===== src/rtl/mmio_uart_tx.sv =====
// Store-bus snooping console port: stores to DATA_ADDR queue bytes in a small
// FIFO that is drained as 8N1 serial frames on tx; CTRL_ADDR clears overflow.
module mmio_uart_tx #(
  parameter logic [31:0] DATA_ADDR    = 32'h0000_00F0,
  parameter logic [31:0] CTRL_ADDR    = 32'h0000_00F4,
  parameter int unsigned DEPTH        = 4,
  parameter int unsigned CLKS_PER_BIT = 16
) (
  input  logic                     clk,
  input  logic                     reset,
  input  logic                     memwrite,
  input  logic [31:0]              dataadr,
  input  logic [31:0]              writedata,
  output logic                     tx,
  output logic                     busy,
  output logic [$clog2(DEPTH):0]   fifo_count,
  output logic                     overflow
);

  localparam int unsigned AW = $clog2(DEPTH);
  localparam int unsigned CW = AW + 1;
  localparam int unsigned BW = $clog2(CLKS_PER_BIT);
  localparam logic [CW-1:0] FULL      = CW'(DEPTH);
  localparam logic [BW-1:0] BAUD_LAST = BW'(CLKS_PER_BIT - 1);

  typedef enum logic [1:0] {IDLE, START, DATA, STOP} state_t;

  state_t        state;
  logic [BW-1:0] baud;
  logic [2:0]    bit_idx;
  logic [7:0]    shift;

  logic [7:0]    mem [DEPTH];
  logic [AW-1:0] rd_ptr;
  logic [AW-1:0] wr_ptr;

  logic push_req;
  logic clr_req;
  logic bit_end;
  logic pop;
  logic push;
  logic unused_wdata;

  // A full FIFO still accepts a push when the head is popped in the same cycle.
  always_comb begin
    push_req     = memwrite && (dataadr == DATA_ADDR);
    clr_req      = memwrite && (dataadr == CTRL_ADDR) && writedata[0];
    bit_end      = (baud == BAUD_LAST);
    pop          = (fifo_count != '0) &&
                   ((state == IDLE) || ((state == STOP) && bit_end));
    push         = push_req && ((fifo_count != FULL) || pop);
    unused_wdata = ^writedata[31:8];
  end

  always_ff @(posedge clk) begin
    if (!reset) begin
      rd_ptr     <= '0;
      wr_ptr     <= '0;
      fifo_count <= '0;
      overflow   <= 1'b0;
    end else begin
      if (push) wr_ptr <= wr_ptr + 1'b1;
      if (pop)  rd_ptr <= rd_ptr + 1'b1;
      if (push && !pop)      fifo_count <= fifo_count + 1'b1;
      else if (pop && !push) fifo_count <= fifo_count - 1'b1;
      if (push_req && !push) overflow <= 1'b1;
      else if (clr_req)      overflow <= 1'b0;
    end
  end

  always_ff @(posedge clk) begin
    if (push) mem[wr_ptr] <= writedata[7:0];
  end

  // tx and busy are registered and always loaded with the value for the state being entered.
  always_ff @(posedge clk) begin
    if (!reset) begin
      state   <= IDLE;
      baud    <= '0;
      bit_idx <= '0;
      shift   <= '0;
      tx      <= 1'b1;
      busy    <= 1'b0;
    end else begin
      case (state)
        IDLE: begin
          if (pop) begin
            shift <= mem[rd_ptr];
            baud  <= '0;
            tx    <= 1'b0;
            busy  <= 1'b1;
            state <= START;
          end
        end
        START: begin
          if (bit_end) begin
            baud    <= '0;
            bit_idx <= '0;
            tx      <= shift[0];
            state   <= DATA;
          end else begin
            baud <= baud + 1'b1;
          end
        end
        DATA: begin
          if (bit_end) begin
            baud <= '0;
            if (bit_idx == 3'd7) begin
              tx    <= 1'b1;
              state <= STOP;
            end else begin
              shift   <= shift >> 1;
              tx      <= shift[1];
              bit_idx <= bit_idx + 3'd1;
            end
          end else begin
            baud <= baud + 1'b1;
          end
        end
        STOP: begin
          if (bit_end) begin
            baud <= '0;
            if (pop) begin
              shift <= mem[rd_ptr];
              tx    <= 1'b0;
              state <= START;
            end else begin
              busy  <= 1'b0;
              state <= IDLE;
            end
          end else begin
            baud <= baud + 1'b1;
          end
        end
        default: begin
          tx    <= 1'b1;
          busy  <= 1'b0;
          state <= IDLE;
        end
      endcase
    end
  end

endmodule


===== config.mk =====
export PLATFORM = sky130hd
export DESIGN_NAME = mmio_uart_tx
export DESIGN_NICKNAME = d
export VERILOG_FILES = /design/src/rtl/mmio_uart_tx.sv
export SDC_FILE = /design/constraint.sdc
export NUM_CORES = 1
export LEC_CHECK = 0
export BUFFER_PORTS_ARGS = -buffer_cell sky130_fd_sc_hd__buf_2
export CORE_MARGIN = 2
export CORE_UTILIZATION = 53
export DETAILED_ROUTE_END_ITERATION = 8
export PLACE_DENSITY = 0.9
export SYNTH_ARGS = -nofsm -noshare
export SYNTH_HDL_FRONTEND = slang
export SYNTH_SLANG_ARGS = --single-unit

===== constraint.sdc =====
create_clock -name clk -period 4.04 [get_ports clk]
set_clock_uncertainty 0.2 [all_clocks]
set_input_delay 0.808 -clock clk [delete_from_list [all_inputs] [get_ports clk]]
set_output_delay 0.808 -clock clk [all_outputs]
set_load 0.01 [all_outputs]

Word-level counts from Yosys, hierarchy flattened
Memory sizes are Yosys's and may differ from the RTL's. A register that Yosys moved wholly into a read port is not among the register bits.
Cells that the tools add are included.
{ "classes": {"addsub": 6, "eq_ne": 15, "n_mux": 37, "reduce_logical": 26} }
{ "op_table": {"columns": ["op", "n"], "rows": [
  ["32-bit by 8-bit == test with 1-bit output, second input constant", 2],
  ["8-bit 2-to-1 mux", 4],
  ["8-bit case mux with 3 select lines", 1],
  ["3-bit 2-to-1 mux", 5],
  ["2-bit 2-to-1 mux", 7],
  ["2-bit inequality test, second input constant", 7],
  ["1-bit 2-to-1 mux", 13],
  ["4-bit AND reduction", 3],
  ["1-bit logical AND", 9],
  ["4-bit 2-to-1 mux", 2],
  ["2-bit case mux with 4 select lines", 1],
  ["4-bit case mux with 2 select lines", 1],
  ["2-bit nonzero test", 4],
  ["3-bit by 1-bit adder with 3-bit output, second input constant", 2],
  ["3-bit case mux with 2 select lines", 1],
  ["3-bit nonzero test", 2],
  ["5-bit AND reduction", 1],
  ["2-bit by 1-bit adder with 2-bit output, second input constant", 2],
  ["4-bit by 1-bit adder with 4-bit output, second input constant", 1],
  ["2-bit == test, second input constant", 2],
  ["4-bit == test, second input constant", 1],
  ["1-bit case mux with 4 select lines", 1],
  ["3-bit == test, second input constant", 1],
  ["3-bit inequality test, second input constant", 1],
  ["other kinds (8)", 10]
]} }
{ "totals": {"ff_bits": 27, "mem_bits_rw": 32, "input_bits": 67, "output_inout_bits": 6, "wordCells": 95, "memories": 1} }
{ "mem_list": {"columns": ["memory", "depth", "width", "rd", "rd_ports_with_merged_regs", "wr", "line", "rtl"], "rows": [
  ["mem", 4, 8, 1, 1, 1, "33", "logic [7:0] mem [DEPTH];"]
]} }

Longest topological paths before layout
Gate-level depths: netlist (run 1).
{ "logic_depth": {"word_depth": 10, "ltp_mapped": 11, "mapped_depth_nobuf": 11} }

Worst setup path after synthesis (run 1)
No wires, ideal clock.
{ "synth_timing": {"path_type": "input to register", "from": "input dataadr[24]", "to": "register fifo_count[2]", "setup_ps": 70, "arrival_time_ps": 2943, "required_ps": 3770, "setup_slack_ps": 827, "path_stages": 9, "n_path_buf": 0, "path_cell_list": "nor4b_1 nand4_1 nor4_4 ha_1 inv_1 fa_1 xor2_1 or3_1 a21oi_1"} }
{ "synth_via": {"elab_chain_cells": 6, "elab_cells_between_ends": 8, "cone_classes": "1 x eq/ne; 1 x mux; 6 x reduce/logical"} }
{ "synth_lines": {"columns": ["element", "line", "rtl"], "rows": [
  ["start: declaration", "12", "input logic [31:0] dataadr,"],
  ["32-bit by 8-bit == test with 1-bit output *", "46", "push_req = memwrite && (dataadr == DATA_ADDR);"],
  ["1-bit logical AND *", "46", null],
  ["1-bit logical AND *", "51", "push = push_req && ((fifo_count != FULL) || pop);"],
  ["net push", "41", "logic push;"],
  ["1-bit logical NOT", "65", "else if (pop && !push) fifo_count <= fifo_count - 1'b1;"],
  ["1-bit logical AND", "65", null],
  ["2-bit nonzero test (no source line)", null, null],
  ["end signal: assignment", "64", "if (push && !pop) fifo_count <= fifo_count + 1'b1;"],
  ["end signal: assignment", "65", null],
  ["end: declaration", "16", "output logic [$clog2(DEPTH):0] fifo_count,"]
]} }
The timed path passes the listed nets; every way through them passes the cells marked *.
A chain may end at the register's enable or synchronous reset.

Worst setup path in the final report (run 1)
{ "layout_timing": {"from": "register state[0]", "to": "register fifo_count[2]"} }
{ "layout_via": {"elab_chain_cells": 9, "elab_cells_between_ends": 13, "cone_classes": "1 x eq/ne; 1 x mux; 11 x reduce/logical"} }
{ "layout_lines": {"columns": ["element", "line", "rtl"], "rows": [
  ["start: declaration", "28", "state_t state;"],
  ["start signal: assignment", "78", "state <= IDLE;"],
  ["start signal: assignment", "92", "state <= START;"],
  ["start signal: assignment", "100", "state <= DATA;"],
  ["2-bit == test", "50", "((state == IDLE) || ((state == STOP) && bit_end));"],
  ["1-bit logical AND", "50", null],
  ["1-bit logical OR *", "50", null],
  ["1-bit logical AND *", "49", "pop = (fifo_count != '0) &&"],
  ["1-bit logical OR *", "51", null],
  ["1-bit logical AND *", "51", null],
  ["net push", "41", null],
  ["1-bit logical NOT", "65", null],
  ["1-bit logical AND", "65", null],
  ["2-bit nonzero test (no source line)", null, null]
]} }
Marks and branches as above.

==> results of run 1 <==
per-stage QoR:
stage	power, mW	utilization [%]	hold slack [ns]
5_1_grt	2.25	64.9	0.315
3_3_place_gp	1.54	61.0	0.246
6_report	2.11	64.9	0.277
4_1_cts	2.13	64.9	0.274
3_5_place_dp	1.58	61.0	0.258
2_1_floorplan	1.44	-	0.239
synth_stat cells (3+ instances only):
| library cell | n | area share (%) |
|---|---|---|
| o31ai_1 | 7 | 1.8 |
| edfxtp_1 | 32 | 33 |
| mux4_1 | 3 | 2.7 |
| mux2i_1 | 11 | 3.8 |
| mux4_2 | 5 | 3.9 |
| a21oi_1 | 17 | 2.9 |
| nor3b_1 | 3 | 0.78 |
| ha_1 | 13 | 5.6 |
| and2_1 | 4 | 0.86 |
| o21ai_0 | 6 | 1.0 |
| inv_1 | 12 | 1.6 |
| nand2_1 | 16 | 2.1 |
| dfxtp_1 | 29 | 20 |
| nor3_1 | 5 | 0.86 |
| nor2_1 | 14 | 1.8 |
| nand3_1 | 6 | 1.0 |
| nor4_1 | 6 | 1.3 |
| clkbuf_1 | 3 | 0.39 |
tightest hold or removal path, delay by kind of cell (launching register included):
family | cells | cell delay (ns)
DFF | 1 | 0.32
AOI/OAI and AO/OA | 1 | 0.05
and+or+nand+nor | 1 | 0.07
state kept, by name, indices dropped and copies added (netlist names), named ones only:
name / cells
baud: 4
bit_idx: 3
busy: 1
fifo_count: 3
mem: 32
overflow: 1
rd_ptr: 2
shift: 8
state: 2
tx: 1
wr_ptr: 2
power groups by stage:
stage	Sequential [mW]	Combinational, mW	Clock [mW]
floorplan	0.823	0.616	0
global placement	0.843	0.700	0
detailed placement	0.849	0.733	0
CTS	0.837	0.740	0.548
global route	0.853	0.820	0.575
finish	0.837	0.738	0.538
logic make-up after synthesis:
group,count (synthesis),share of synthesized area [%]
AND/OR/NAND/NOR,70,13.7
flip-flops,61,53.3
AO/OA/AOI/OAI,46,11.0
buffers and inverters,22,4.07
multiplexers,19,10.4
adder cells (fa/ha/maj),14,6.32
XOR/XNOR,4,1.21
area by class of cell:
type	instances	share of cell area, %
clock inverter	7	2.24
clock buffer	9	3.69
inverter	12	1.34
sequential	61	46.0
tap	70	2.61
multi-input combinational	153	36.8
timing repair buffer	49	7.39
layer usage:
layer	GRT usage, %	share of wire (%)	up-vias
met2	33.3	51	32
met5	0	0	-
li1	-	-	988
met1	22.5	43	942
met4	10.0	2.7	0
met3	4.88	2.8	13
how the worst max path moves through the flow:
stage	slack [ns]	startpoint	to	depth (start not counted)
after floorplan	0.83	dataadr[24]	fifo_count[2]	9
after global placement	0.55	dataadr[24]	fifo_count[2]	10
after detailed placement	0.42	dataadr[24]	fifo_count[2]	10
after CTS	0.69	state[0]	fifo_count[2]	11
after global routing	0.44	state[0]	fifo_count[2]	11
final	0.73	state[0]	fifo_count[2]	11
==> impl_results.md, run 1 <==
- Largest net degree at the start of global routing: 20
- Commonest non-fill, non-tap cell in the layout: buf_2
- Cell Area, Placed: 3160 µm²
- Crit path largest cell delay: 0.44 ns
- Crit path cell chain: inv_1 > ha_1 > a41oi_1 > and3_1 > nor4_4 > ha_1 > inv_1 > fa_1 > xor2_1 > or3_1 > a21oi_1
- Max FO, Critical Path: 13
- DR WL/cell: between 10 and 15 µm
- Hold-fix buffers, CTS: 0
- Async SR Flop Fraction: 0%
- Max cap viols: 0
- Crit start category: flop
- Cts bufs inserted: 9
- R2R Path End: fifo_count[2]
- Switch share: 35.1%
- Layout area overhead: 16.0%
- WP data required: between 4 and 5 ns
- CP top delay family: adder cells
- Die area: 6070 µm²
- Seq/Total Area, Yosys: between 50% and 60%
- Initial Util: 55.9%
- First-pass GRT wire length: roughly 9.1 mm
- Post-Synthesis Cells: between 200 and 250
- Yosys reg bits: 61
- Layout Cells excl Fill: 361
- Yosys Warn Count: 0
- Worst IR Drop VDD: about 410 µV
- Tightest Pin Transition: 0.747 ns
- Multi-input logic area: between 1000 and 1500 µm²
- CTS tree: built
- Placer congestion estimate: roughly 0.75
- Layout cell share with drive strength beyond 1: between 20 and 30%
- Row count: 26
- Main flop type after synthesis: edfxtp_1
- Global route total overflow: 0
- Sequential group share of total power: slightly below 40%
- Internal power: ~1.4 mW
- Syn Nets: approximately 320
- Clock Power Share: 25.5%
- Number of synthesized flops with an enable pin: 32
- Root buffer cell: clkbuf_8
- Clock Sinks: 61
- CP endpoint kind: flop
- Slew HR: approximately 50%
- CP bufs+invs: 2
- Worst r2r path cells: 11
- Postcts setup bufs: 0
- Die X: 77.9 µm
- Initial DRC count: 110
- Placed insts: approximately 350
- Core Area: about 5200 µm²
- CTS max path bufs: 2
- Setup WS pre-CTS: approximately 0.42 ns
- Worst path slowest cell: ha_1
- Initial antenna violation count: 0
- I/O pins: 73
- Fmax: roughly 0.30 GHz
- Vias: 1975
- Routed vias/inst: approximately 5.5
- Most frequent cells in the layout: 48 x buf_2, 32 x edfxtp_1, 29 x dfxtp_1, 17 x a21oi_1, 16 x nand2_1
- Min Tclk post-route: roughly 3.3 ns
- Worst hold-check path type: flop to flop
- R2R Setup Slk: 0.73 ns
- RSZ-0062 raised after global routing: false
- Die Y: a little under 80 µm
- Tcrit/Tclk final: 82.0%
- HPWL Detailed: 3.85 mm
- Drt drc: 0
- Final setup vio count: 0
- Sequential cell area: about 1500 µm²
- Hold path startpoint: shift[7]
- Hold Crit Depth: 2
- Later-pin clock latency in the skew report: around 0.35 ns
- # diodes: 0
- Initial DRT Pass Iterations: 4
- Post_cts resized: 0
- WS Path Type: flop to flop
- Final WS setup: around 0.73 ns
- PwrDens: between 600 and 700 nW/µm²
- Routed Antenna Nets: 0
- Sum of negative setup slack: 0 ns
- GRT Overall Usage: a little under 20%
- Status: finished, final reports clean
- Comb pwr share: 34.9%
- Mapped Area: just under 3000 µm²
- Final hold viol count: 0
- CP Data Arrival Time: between 3 and 4 ns
- Final wirelength: ~5.4 mm
- Clock transition at path regs: about 0.070 ns
- Lkg Pwr: 1.28 nW
- Fill count: roughly 370
- Synth cell types: 51
- Reg-to-Reg Start: state[0]
- Max Slew Vio Count: 0
- Syn Area/Cell: about 12 µm²
- # port buffers: between 40 and 50
- Vias in the first global route: a little over 2000
- Hold-critical path endpoint: shift[7]
- Nets: roughly 370
- Finished Cell Area: between 3000 and 4000 µm²
- H-Tree Depth: 3
- Net Switching: 0.742 mW
Note: power is estimated with default switching activity, not from simulation.
==> run 2: changes to the inputs <==
Clock period 4.04 ns to 3.4 ns, I/O delays scaled along.
==> impl_results.md, run 2 (synthesized netlist as in run 1, its figures left out) <==
- Routed Antenna Nets: 0 (unchanged)
- Placed insts: 348 (was 345)
- Max cap viols: 0 (unchanged)
- CP Data Arrival Time: 3.11 ns (was 3.39 ns)
- CTS max path bufs: 2 (unchanged)
- Final setup vio count: 0 (unchanged)
- Slew HR: 49.3% (was 50.2%)
- Layout area overhead: 18.1% (was 16.0%)
- Global route total overflow: 0 (unchanged)
- Biggest register: mem (unchanged)
- Hold-fix buffers, CTS: 0 (unchanged)
- Postcts setup bufs: 0 (unchanged)
- Layout Cells excl Fill: 364 (was 361)
- Placer congestion estimate: 0.767 (was 0.749)
- Routed vias/inst: 5.53 (was 5.47)
- Die X: 77.9 µm (unchanged)
- Most frequent cells in the layout: 48 x buf_2, 32 x edfxtp_1, 29 x dfxtp_1, 17 x a21oi_1, 16 x nand2_1 (unchanged)
- Clock transition at path regs: 0.07 ns (about the same)
- Fmax: 0.328 GHz (was 0.302 GHz)
- Vias in the first global route: 2072 (was 2033)
- WP data required: 3.47 ns (was 4.12 ns)
- WS Path Type: flop to flop (unchanged)
- Die Y: 77.9 µm (unchanged)
- DR WL/cell: 14.9 µm (was 14.8 µm)
- GR Util met2: 34.7% (was 33.3%)
- Sum of negative setup slack: 0 ns (unchanged)
- RSZ-0062 raised after global routing: false (unchanged)
- First-pass GRT wire length: 9.31 mm (was 9.06 mm)
- Worst hold-check path type: flop to flop (unchanged)
- Lkg Pwr: 1.32 nW (was 1.28 nW)
- Worst IR Drop VDD: 479 µV (was 411 µV)
- Initial Util: 55.9% (unchanged)
- CP endpoint kind: flop (unchanged)
- CTS tree: built (unchanged)
- # diodes: 0 (unchanged)
- HPWL Detailed: 3.80 mm (was 3.85 mm)
- Largest net degree at the start of global routing: 20 (unchanged)
- Vias: 2014 (was 1975)
- Min Tclk post-route: 3.05 ns (was 3.31 ns)
- H-Tree Depth: 3 (unchanged)
- GRT Overall Usage: 20.0% (was 19.5%)
- Fill count: 353 (was 366)
- Tightest Pin Transition: 0.760 ns (was 0.747 ns)
- Initial antenna violation count: 0 (unchanged)
- PwrDens: 776 nW/µm² (was 630 nW/µm²)
- Multi-input logic area: 1230 µm² (unchanged)
- Largest regs: mem (32), shift (8), baud (4) (unchanged)
- Post_cts resized: 0 (unchanged)
- Crit start category: flop (unchanged)
- Sequential cell area: 1540 µm² (unchanged)
- Max reg flops: 32 (unchanged)
- Tot Pwr: 2.65 mW (was 2.11 mW)
- Cts bufs inserted: 9 (unchanged)
- Initial DRC count: 149 (was 110)
- Core Area: 5170 µm² (unchanged)
- Nets: 370 (was 367)
- Final wirelength: 5.43 mm (was 5.36 mm)
- Die area: 6070 µm² (unchanged)
- Later-pin clock latency in the skew report: 0.34 ns (was 0.35 ns)
- # port buffers: 48 (unchanged)
- Status: finished, final reports clean (unchanged)
- Max Slew Vio Count: 0 (unchanged)
- Root buffer cell: clkbuf_8 (unchanged)
- Drt drc: 0 (unchanged)
- Clock Sinks: 61 (unchanged)
- Layout cell share with drive strength beyond 1: 27.6% (was 27.1%)
- I/O pins: 73 (unchanged)
- GR Util met1: 22.8% (was 22.5%)
- Row count: 26 (unchanged)
- Initial DRT Pass Iterations: 4 (unchanged)
- GRT busiest layer: met2 (unchanged)
- M3 GR Usage: 6.40% (was 4.88%)
- Tcrit/Tclk final: 89.6% (was 82.0%)
- Commonest non-fill, non-tap cell in the layout: buf_2 (unchanged)
- Final hold viol count: 0 (unchanged)
- Max FO, Critical Path: 8 (was 13)
## run 2: cell types whose count changed in the layout (fill, tap and decap cells not counted), sizes merged
cell      before  now
bufinv         1    3
inv           13   12
clkinvlp       3    1
clkbuf         9   10
buf           49   52
## run 2: area by class of cell
cell class                      count  area share, %
Clock buffer                       10           3.73
Multi-Input combinational cell    153           36.1
Inverter                           12           1.32
Timing Repair Buffer               52           7.91
Tap cell                           70           2.56
Sequential cell                    61           45.1
Clock inverter                      6           3.26
## run 2: final timing paths
| path | startpoint | endpoint | slack (ns) | cells past startpoint |
|---|---|---|---|---|
| hold / removal | shift[7] | shift[7] | 0.26 | 2 |
| hold reg to reg | shift[7] | shift[7] | 0.26 | 2 |
| setup reg to reg | state[1] | fifo_count[2] | 0.35 | 10 |
| setup / recovery | state[1] | fifo_count[2] | 0.35 | 10 |
## run 2: layer usage
metal | wire length [µm] | vias up
met1 | 2260 | 973
met2 | 2890 | 33
met4 | 92 | 0
li1 | - | 1000
met5 | 0 | -
met3 | 189 | 8
## run 2: worst max-delay path: stages, from the launching register on
cell,delay [ns]
dfxtp_1,0.41
ha_1,0.36
a41oi_1,0.23
and3_1,0.26
nor4_4,0.17
ha_1,0.24
inv_1,0.07
fa_1,0.39
xor2_1,0.18
or3_1,0.32
a21oi_1,0.16
## run 2: stage by stage
step           utilization (%)  worst slack [ns]  hold WS [ns]  area, µm²
2_1_floorplan                -             0.315         0.239       2890
3_3_place_gp              61.4             0.221         0.247       3180
3_5_place_dp              61.4             0.119         0.251       3180
4_1_cts                   66.1             0.354         0.260       3420
5_1_grt                   66.1             0.130         0.288       3420
6_report                  66.1             0.355         0.259       3420
## run 2: power breakdown
part           switching (mW)  total [mW]  internal [mW]
clock network           0.282       0.768          0.487
logic                   0.474       0.886          0.411
registers               0.112       0.998          0.887
==> run 3: changes to the inputs <==
Settings changed: CORE_UTILIZATION 53 to 57, PLACE_DENSITY 0.9 to 0.95.
Clock period 3.4 ns to 3.6 ns, I/O delays scaled along.
==> impl_results.md, run 3 (synthesized netlist as in run 1, its figures left out) <==
- Most frequent cells in the layout: 48 x buf_2, 32 x edfxtp_1, 29 x dfxtp_1, 17 x a21oi_1, 16 x nand2_1 (unchanged)
- Final setup vio count: 0 (unchanged)
- Worst Setup EP: fifo_count[2] (unchanged)
- Worst IR Drop VDD: 611 µV (was 479 µV)
- CTS max path bufs: 2 (unchanged)
- Core Area: 4820 µm² (was 5170 µm²)
- Layout area overhead: 17.1% (was 18.1%)
- Final hold viol count: 0 (unchanged)
- Crit start category: flop (unchanged)
- Initial DRC count: 104 (was 149)
- Tightest Pin Transition: 0.716 ns (was 0.760 ns)
- Crit path largest cell delay: 0.42 ns (was 0.41 ns)
- Largest net degree at the start of global routing: 20 (unchanged)
- WP data required: 3.66 ns (was 3.47 ns)
- Min Tclk post-route: 3.17 ns (was 3.05 ns)
- Worst path slowest cell: ha_1 (was dfxtp_1)
- Initial DRT Pass Iterations: 4 (unchanged)
- R2R Path End: fifo_count[2] (unchanged)
- I/O pins: 73 (unchanged)
- Layout cell share with drive strength beyond 1: 27.6% (about the same)
- Row count: 25 (was 26)
- Max FO, Critical Path: 13 (was 8)
- CP Data Arrival Time: 3.23 ns (was 3.11 ns)
- Clock transition at path regs: 0.07 ns (about the same)
- Die X: 75.2 µm (was 77.9 µm)
- PwrDens: 720 nW/µm² (was 776 nW/µm²)
- Hold-fix buffers, CTS: 0 (unchanged)
- Nets: 369 (was 370)
- Root buffer cell: clkbuf_8 (unchanged)
- Status: finished, final reports clean (unchanged)
- Worst Setup SP: state[0] (was state[1])
- RSZ-0062 raised after global routing: false (unchanged)
- Drt drc: 0 (unchanged)
- # port buffers: 48 (unchanged)
- Final wirelength: 5.93 mm (was 5.43 mm)
- # diodes: 0 (unchanged)
- Max cap viols: 0 (unchanged)
- Commonest non-fill, non-tap cell in the layout: buf_2 (unchanged)
- Cts bufs inserted: 9 (unchanged)
- Comb pwr share: 33.9% (was 33.4%)
- CP endpoint kind: flop (unchanged)
- Global route total overflow: 0 (unchanged)
- R2R Setup Slk: 0.43 ns (was 0.35 ns)
- Net Switching: 0.829 mW (was 0.868 mW)
- Worst r2r path cells: 11 (was 10)
- Worst hold-check path type: flop to flop (unchanged)
- Vias in the first global route: 2145 (was 2072)
- Postcts setup bufs: 0 (unchanged)
- WS Path Type: flop to flop (unchanged)
- First-pass GRT wire length: 9.92 mm (was 9.31 mm)
- Max reg flops: 32 (unchanged)
- Die Y: 75.2 µm (was 77.9 µm)
- Vias: 2041 (was 2014)
- Max Slew Vio Count: 0 (unchanged)
- Initial Util: 60.1% (was 55.9%)
- Largest regs: mem (32), shift (8), baud (4) (unchanged)
- Fmax: 0.315 GHz (was 0.328 GHz)
- Biggest register: mem (unchanged)
- H-Tree Depth: 3 (unchanged)
- Die area: 5660 µm² (was 6070 µm²)
- HPWL Detailed: 4.18 mm (was 3.80 mm)
- Clock Sinks: 61 (unchanged)
- Initial antenna violation count: 0 (unchanged)
- Reg-to-Reg Start: state[0] (was state[1])
- Routed vias/inst: 5.67 (was 5.53)
- Slew HR: 52.3% (was 49.3%)
- GRT Overall Usage: 24.5% (was 20.0%)
- Lkg Pwr: 1.30 nW (was 1.32 nW)
- Crit path cell chain: inv_1 > ha_1 > a41oi_1 > and3_1 > nor4_4 > ha_1 > inv_1 > fa_1 > xor2_1 > or3_1 > a21oi_1 (was ha_1 > a41oi_1 > and3_1 > nor4_4 > ha_1 > inv_1 > fa_1 > xor2_1 > or3_1 > a21oi_1)
- Internal power: 1.61 mW (was 1.78 mW)
- Sum of negative setup slack: 0 ns (unchanged)
- Later-pin clock latency in the skew report: 0.34 ns (about the same)
- Sequential group share of total power: 38.6% (was 37.6%)
- Placer congestion estimate: 0.756 (was 0.767)
- Switch share: 34.0% (was 32.7%)
- Tcrit/Tclk final: 88.1% (was 89.6%)
- Tot Pwr: 2.44 mW (was 2.65 mW)
- DR WL/cell: 16.5 µm (was 14.9 µm)
- Post_cts resized: 0 (unchanged)
- CTS tree: built (unchanged)
- Clock Power Share: 27.5% (was 29.0%)
- Routed Antenna Nets: 0 (unchanged)
## run 3: how the worst min path moves through the flow
stage,cells past startpoint,startpoint,slack [ns],endpoint
6_report,2,shift[7],0.29,shift[7]
4_1_cts,2,shift[7],0.29,shift[7]
2_1_floorplan,2,shift[7],0.24,shift[7]
3_5_place_dp,2,shift[7],0.27,shift[7]
5_1_grt,2,bit_idx[2],0.32,bit_idx[2]
3_3_place_gp,2,shift[7],0.25,shift[7]
## run 3: power by group through the flow
stage	clock network [mW]	registers, mW	logic (mW)
after global placement	0	0.946	0.782
after global routing	0.712	0.960	0.922
final	0.671	0.940	0.827
after CTS	0.682	0.940	0.826
after detailed placement	0	0.954	0.821
after floorplan	0	0.923	0.691
## run 3: worst max-delay path: cells and delay by family, from the launching register on
| family | cells | cell delay, ns |
|---|---|---|
| AOI/OAI and AO/OA | 2 | 0.32 |
| adders and majority gates | 3 | 1.03 |
| and+or+nand+nor | 3 | 0.78 |
| xor gates and xnor gates | 1 | 0.18 |
| DFF | 1 | 0.34 |
| buffers and inverters | 2 | 0.22 |
## run 3: cell type report
| class | instances | area, µm² |
|---|---|---|
| clock inverters | 7 | 97.6 |
| multi-input cells | 153 | 1230 |
| flip-flops and latches | 61 | 1540 |
| well taps | 67 | 83.8 |
| repair buffers | 51 | 263 |
| fillers | 339 | 1430 |
| inverters | 12 | 45.0 |
| clock buffers | 9 | 124 |
## run 3: stage by stage
stage	setup slack (ns)	hold WS (ns)	utilization, %	cells	area (µm²)
after floorplan	0.475	0.239	-	236	2890
after global placement	0.393	0.245	65.7	344	3170
after detailed placement	0.0879	0.273	65.7	344	3170
after CTS	0.445	0.285	70.3	360	3390
after global routing	0.173	0.316	70.3	360	3390
final	0.430	0.287	70.3	360	3390
## run 3: routing by layer
layer / global-route usage, % / up-vias / share of wire, %
li1: - / 995 / -
met1: 27.4 / 982 / 38
met2: 41.5 / 44 / 54
met3: 7.36 / 20 / 3.8
met4: 14.4 / 0 / 3.5
met5: 0 / - / 0
